### config.mk
export PLATFORM = sky130hd
export DESIGN_NAME = mem_port_arbiter
export DESIGN_NICKNAME = d
export VERILOG_FILES = /design/src/rtl/mem_port_arbiter.sv
export SDC_FILE = /design/constraint.sdc
export NUM_CORES = 1
export LEC_CHECK = 0
export BUFFER_PORTS_ARGS = -buffer_cell sky130_fd_sc_hd__buf_2
export CORE_ASPECT_RATIO = 0.75
export CORE_MARGIN = 2
export CORE_UTILIZATION = 47
export CTS_BUF_LIST = sky130_fd_sc_hd__clkbuf_16
export DETAILED_ROUTE_END_ITERATION = 16
export GPL_TIMING_DRIVEN = 1
export PLACE_DENSITY_LB_ADDON = 0.15
export SLEW_MARGIN = 20
export SYNTH_ARGS = -nofsm -noshare
export SYNTH_HDL_FRONTEND = slang
export SYNTH_SLANG_ARGS = --single-unit
### constraint.sdc
create_clock -name clk -period 2.64 [get_ports clk]
set_input_delay 0.132 -clock clk [delete_from_list [all_inputs] [get_ports clk]]
set_output_delay 0.132 -clock clk [all_outputs]
set_load 0.01 [all_outputs]
### src/rtl/mem_port_arbiter.sv
// mem_port_arbiter: shares one single-ported variable-latency memory between fetch and data stages
module mem_port_arbiter #(
  parameter int MAX_DATA_RUN = 4,
  parameter int TIMEOUT = 255
) (
  input  logic        clk,
  input  logic        reset,
  input  logic        if_req,
  input  logic [31:0] if_addr,
  input  logic        if_flush,
  output logic [31:0] if_rdata,
  output logic        if_valid,
  output logic        if_busy,
  input  logic        dm_req,
  input  logic        dm_we,
  input  logic [31:0] dm_addr,
  input  logic [31:0] dm_wdata,
  input  logic [3:0]  dm_wstrb,
  output logic [31:0] dm_rdata,
  output logic        dm_valid,
  output logic        dm_busy,
  output logic        mem_req,
  output logic        mem_we,
  output logic [31:0] mem_addr,
  output logic [31:0] mem_wdata,
  output logic [3:0]  mem_wstrb,
  input  logic        mem_ready,
  input  logic        mem_rvalid,
  input  logic [31:0] mem_rdata,
  output logic        timeout
);
  localparam logic [1:0] IDLE = 2'd0;
  localparam logic [1:0] REQ = 2'd1;
  localparam logic [1:0] WAIT_DATA = 2'd2;
  localparam int CW = $clog2(MAX_DATA_RUN + 1);
  logic [1:0] state;
  logic owner;
  logic drop;
  logic done;
  logic [CW-1:0] run;
  logic [31:0] tcnt;
  logic run_full, grant_f, grant_d, to_hit, finish;
  // done blocks a new grant in the cycle the completion pulse is visible
  always_comb begin
    run_full = run == CW'(MAX_DATA_RUN);
    grant_f = state == IDLE && !done && if_req && !if_flush && (!dm_req || run_full);
    grant_d = state == IDLE && !done && dm_req && !grant_f;
    to_hit = TIMEOUT != 0 && tcnt == 32'(TIMEOUT - 1);
    finish = state == WAIT_DATA && (mem_rvalid || to_hit);
  end
  assign if_busy = if_req & ~if_valid;
  assign dm_busy = dm_req & ~dm_valid;
  always_ff @(posedge clk) begin
    if (reset) begin
      state <= IDLE;
      owner <= 1'b0;
      drop <= 1'b0;
      done <= 1'b0;
      run <= '0;
      tcnt <= '0;
      mem_req <= 1'b0;
      mem_we <= 1'b0;
      mem_addr <= '0;
      mem_wdata <= '0;
      mem_wstrb <= '0;
      if_rdata <= '0;
      if_valid <= 1'b0;
      dm_rdata <= '0;
      dm_valid <= 1'b0;
      timeout <= 1'b0;
    end else begin
      if_valid <= 1'b0;
      dm_valid <= 1'b0;
      timeout <= 1'b0;
      done <= 1'b0;
      if (grant_d || grant_f) begin
        state <= REQ;
        mem_req <= 1'b1;
        owner <= grant_d;
        mem_we <= grant_d & dm_we;
        mem_addr <= grant_d ? dm_addr : if_addr;
        mem_wdata <= grant_d ? dm_wdata : '0;
        mem_wstrb <= grant_d && dm_we ? dm_wstrb : 4'b0000;
        run <= grant_d && if_req ? (run_full ? run : run + 1'b1) : '0;
      end
      if (state != IDLE && !owner && if_flush) drop <= 1'b1;
      if (state == REQ && mem_ready) begin
        state <= WAIT_DATA;
        mem_req <= 1'b0;
        tcnt <= '0;
      end
      if (state == WAIT_DATA) tcnt <= tcnt + 1;
      if (finish) begin
        state <= IDLE;
        done <= 1'b1;
        drop <= 1'b0;
        timeout <= ~mem_rvalid;
        if (owner) begin
          dm_valid <= 1'b1;
          dm_rdata <= mem_rvalid ? mem_rdata : '0;
        end else if (!drop && !if_flush) begin
          if_valid <= 1'b1;
          if_rdata <= mem_rvalid ? mem_rdata : '0;
        end
      end
    end
  end
endmodule

; Word level (Yosys, flattened, before mapping)
; Index checks and enable logic that the tools add are counted.
[op_classes]
n_addsub = 2
eq_ne = 5
mux = 13
bitwise_logic = 8
n_reduce_logical = 34
[ops]
columns = op, count
row1 = $mux 32, 5
row2 = $add 32x1->32 const B, 1
row3 = $eq 32x8->1 const B, 1
row4 = $logic_and 1x1->1, 13
row5 = $logic_not 1->1, 6
row6 = $mux 3, 2
row7 = $reduce_bool 2->1, 3
row8 = $reduce_or 2->1, 3
row9 = $reduce_or 3->1, 2
row10 = $not 1->1, 5
row11 = $mux 2, 2
row12 = $mux 4, 1
row13 = $reduce_and 2->1, 2
row14 = $add 3x1->3 const B, 1
row15 = $and 1x1->1, 3
row16 = $eq 3x3->1 const B, 1
row17 = $logic_or 1x1->1, 3
row18 = $mux 1, 3
row19 = $reduce_and 3->1, 1
row20 = $eq 2x1->1 const B, 1
row21 = $eq 2x2->1 const B, 1
row22 = $logic_not 2->1, 1
row23 = $ne 2x2->1 const B, 1
[word_totals]
reg_bits = 177
input_bits = 140
output_inout_bits = 139
elab_cells = 79

; Depth between registers and ports, before layout
[depth]
ltp_word = 10
mapped_depth = 8
ltp_nobuf = 7

; Worst setup path before layout
; Ideal clock, no wire load.
[synth_timing]
path_type = flip-flop to flip-flop
from = register tcnt[0]
to = register dm_rdata[10]
setup_time_ps = 120
t_arrival_ps = 1729
required_ps = 2520
path_slack_ps = 792
path_stages_with_launch = 9
n_path_buf = 1
synth_period_minus_slack_ps = 1848
cell_sequence = dfxtp_1 > inv_1 > ha_1 > nor4b_1 > nand3_1 > nor4_4 > o21ai_2 > buf_6 > mux2i_1
[synth_via]
elab_chain_cells = 4
[synth_lines]
columns = element, line
row1 = from (decl), 41  ; logic [31:0] tcnt;
row2 = from (signal assigned), 92  ; if (state == WAIT_DATA) tcnt <= tcnt + 1;
row3 = $eq 32x8->1, 48  ; to_hit = TIMEOUT != 0 && tcnt == 32'(TIMEOUT - 1);
row4 = $logic_or 1x1->1, 49  ; finish = state == WAIT_DATA && (mem_rvalid || to_hit);
row5 = $logic_and 1x1->1, 49
row6 = $reduce_and 2->1 (no line), -
row7 = to (signal assigned), 100  ; dm_rdata <= mem_rvalid ? mem_rdata : '0;
row8 = to (decl), 19  ; output logic [31:0] dm_rdata,
; No other way between the ends.
; A chain may end at the register's enable or synchronous reset.

; Worst setup path after layout
[layout_timing]
from = register tcnt[0]
to = register if_rdata[1]
[layout_via]
elab_chain_cells = 4
[layout_lines]
columns = element, line
row1 = $eq 32x8->1, 48
row2 = $logic_or 1x1->1, 49
row3 = $logic_and 1x1->1, 49
row4 = $reduce_and 3->1 (no line), -
row5 = to (signal assigned), 103  ; if_rdata <= mem_rvalid ? mem_rdata : '0;
row6 = to (decl), 11  ; output logic [31:0] if_rdata,
; No other way between the ends.

==> results.md <==
- Commonest non-fill, non-tap cell in the layout: buf_2
- Crit path DAT: 2.61 ns
- Vias/cell: 5.123
- Nets: 1,246
- Antenna Cells: 0
- I/O Buffers: 278
- Row cnt: 39
- Initial DRC count: 278
- P&R area growth vs syn: 38.45%
- First-pass GRT wire length: 32.51 mm
- Clk slew on worst S/H paths: 0.08 ns
- Die area: 16,690 µm²
- Fraction of registers with async set/reset: 0%
- Avg Cell Area, Syn: 9.498 µm²
- Worst Clk Skew: 0.01814 ns
- Maximum vdd ir drop: 0.5242 mV
- CTS tree: built
- Final setup violation count: 0
- Post-synth EDFFs: 0
- Clock Latency Late Sink: 0.43 ns
- Yosys warns: 0
- DRT antenna net count: 0
- WL final: 19.73 mm
- Core Box Area: 15,270 µm²
- Setup TNS: 0 ns
- GRT Residual Overflow: 0
- Top_reg_cell synth: dfxtp_1
- Leakage: 4.827 nW
- CTS Root Cell: clkbuf_16
- Critical path peak fanout: 32
- GRT Resource Usage Total: 24.00%
- Drt first pass iters: 4
- Chip Height: 112.4 µm
- Startpoint types: flop
- Num ports: 279
- Max frequency: 431.6 MHz
- Via count: 6,763
- Post-Syn Instances: 775
- Die outline width: 148.5 µm
- PD cells: 604.2 nW/µm²
- Worst slew pin tran: 0.7190 ns
- Per-cell routed wire length: 14.95 µm
- Pin count of the biggest net entering global routing: 68
- Initial Util: 48.19%
- CTS max path bufs: 2
- Status: finished clean
- Share of cells above drive strength 1: 30.67%
- DP HPWL: 13.03 mm
- CP Class: flop to flop
- GPL Wtd Cong: 0.8015
- Fin. Hold Viols: 0
- Seq/Total Area, Yosys: 48.14%
- Most frequent cells in the layout: buf_2 (277), dfxtp_1 (177), nor2_1 (101), mux2i_1 (98), dlygate4sd3_1 (69)
- Post-layout minimum cycle time: 2.317 ns
- Clock sinks: 177
- Worst Hold Class: input pin to flop
- TritonCTS buffer count: 17
- Pwr Total: 6.157 mW
- DRC Markers: 0
- Synthesized flop and latch total: 177
- Hold slack: 0.02034 ns
- H-Tree Depth: 4
- Worst Path Required: 2.93 ns
- Fin. max-slew vios: 0
- Post-synth net total: 919
- Vias in the first global route: 6,532
- Number of distinct library cells after synthesis: 50
- Tcrit/Tclk final: 87.77%
- Cell Area, Synth: 7361 µm²
- Max-cap violation count: 0
- Post-CTS resize count: 0
- Worst relative slew slack: 51.70%
- CP Capture Type: flop
- Initial antenna violation count: 0
- RSZ-0062 raised after global routing: false
==> flip-flops by register name, summed over array words and instances, names as in the netlist <==
name / count
if_rdata: 32
state: 2
done: 1
dm_valid: 1
owner: 1
drop: 1
timeout: 1
if_valid: 1
mem_req: 1
mem_we: 1
mem_wdata: 32
tcnt: 32
run: 3
dm_rdata: 32
mem_wstrb: 4
mem_addr: 32
==> what timing repair did <==
action / in CTS / in global routing
hold buffers: 69 / 0
setup buffers: 0 / 0
hold endpoints to repair: 101 / 0
==> cells in the mapped netlist (5+ instances only) <==
| library cell | number | share of area, % |
|---|---|---|
| nand2_1 | 61 | 3.1 |
| nor4_1 | 5 | 0.42 |
| a21oi_1 | 20 | 1.4 |
| o211ai_1 | 6 | 0.61 |
| mux2i_1 | 98 | 13 |
| inv_1 | 7 | 0.36 |
| nor3_1 | 7 | 0.48 |
| a32oi_1 | 5 | 0.59 |
| nand3_1 | 21 | 1.4 |
| nand4_1 | 12 | 1.0 |
| nor2_1 | 101 | 5.2 |
| mux2_2 | 6 | 0.92 |
| dfxtp_1 | 177 | 48 |
| a211oi_1 | 33 | 3.4 |
| o2111ai_1 | 5 | 0.59 |
| clkbuf_1 | 38 | 1.9 |
| or3_1 | 7 | 0.59 |
| nand2b_1 | 64 | 5.4 |
| buf_6 | 6 | 0.92 |
| a22oi_1 | 33 | 3.4 |
==> critical path, cell delays in order, from the launching register on <==
cell	delay [ns]
dfxtp_1	0.36
inv_1	0.08
ha_1	0.14
nor4b_1	0.26
nand3_1	0.17
nor4_4	0.58
o21ai_4	0.06
buf_4	0.33
mux2i_1	0.19
==> report_power, final <==
part | switching, mW | internal, mW | leakage (nW) | total [mW]
clock network | 1.17 | 1.26 | 0.279 | 2.42
logic | 0.468 | 0.413 | 3.11 | 0.880
registers | 0.0634 | 2.79 | 1.44 | 2.85
total | 1.70 | 4.46 | 4.83 | 6.16
==> path summary, 6_finish.rpt <==
path	from	to	slack, ns	depth (start not counted)
setup / recovery	tcnt[0]	if_rdata[1]	0.32	8
hold / removal	mem_rdata[1]	dm_rdata[1]	0.02	3
setup reg to reg	tcnt[0]	if_rdata[1]	0.32	8
hold reg to reg	if_rdata[28]	if_rdata[28]	0.46	2
==> cell type report <==
cell class | instances | area (µm²)
Clock buffer | 17 | 425.4
Clock inverter | 15 | 150.1
Fill cell | 1234 | 5082
Inverter | 7 | 26.28
Multi-Input combinational cell | 539 | 3570
Sequential cell | 177 | 3543
Tap cell | 205 | 256.5
Timing Repair Buffer | 360 | 2220
==> stage by stage <==
stage                     cell area [µm²]  cells  util, %  setup slack [ns]
after floorplan                      7361    775        -            0.7918
after global placement               8925   1219    58.43            0.4457
after detailed placement             8925   1219    58.43            0.3719
after CTS                           10190   1320    66.72            0.3425
after global routing                10190   1320    66.72           0.07455
final                               10190   1320    66.72            0.3228
==> metal layers <==
layer  GRT usage (%)  part of all wire [%]
met1           30.22                    44
met5               0                     0
met4           7.238                   1.8
met3           7.073                   6.0
met2           40.03                    48
==> kinds of logic (layout without fill, tap and decap cells) <==
kind of cell,after synthesis,count (layout),share of synthesized area [%]
AO/OA/AOI/OAI,122,122,12.05
adder cells (fa/ha/maj),4,4,0.6800
buffers and inverters,59,399,3.790
flip-flops,177,177,48.14
multiplexers,105,105,14.40
AND/OR/NAND/NOR,308,308,20.94
Power figures use the tool's default switching activity.
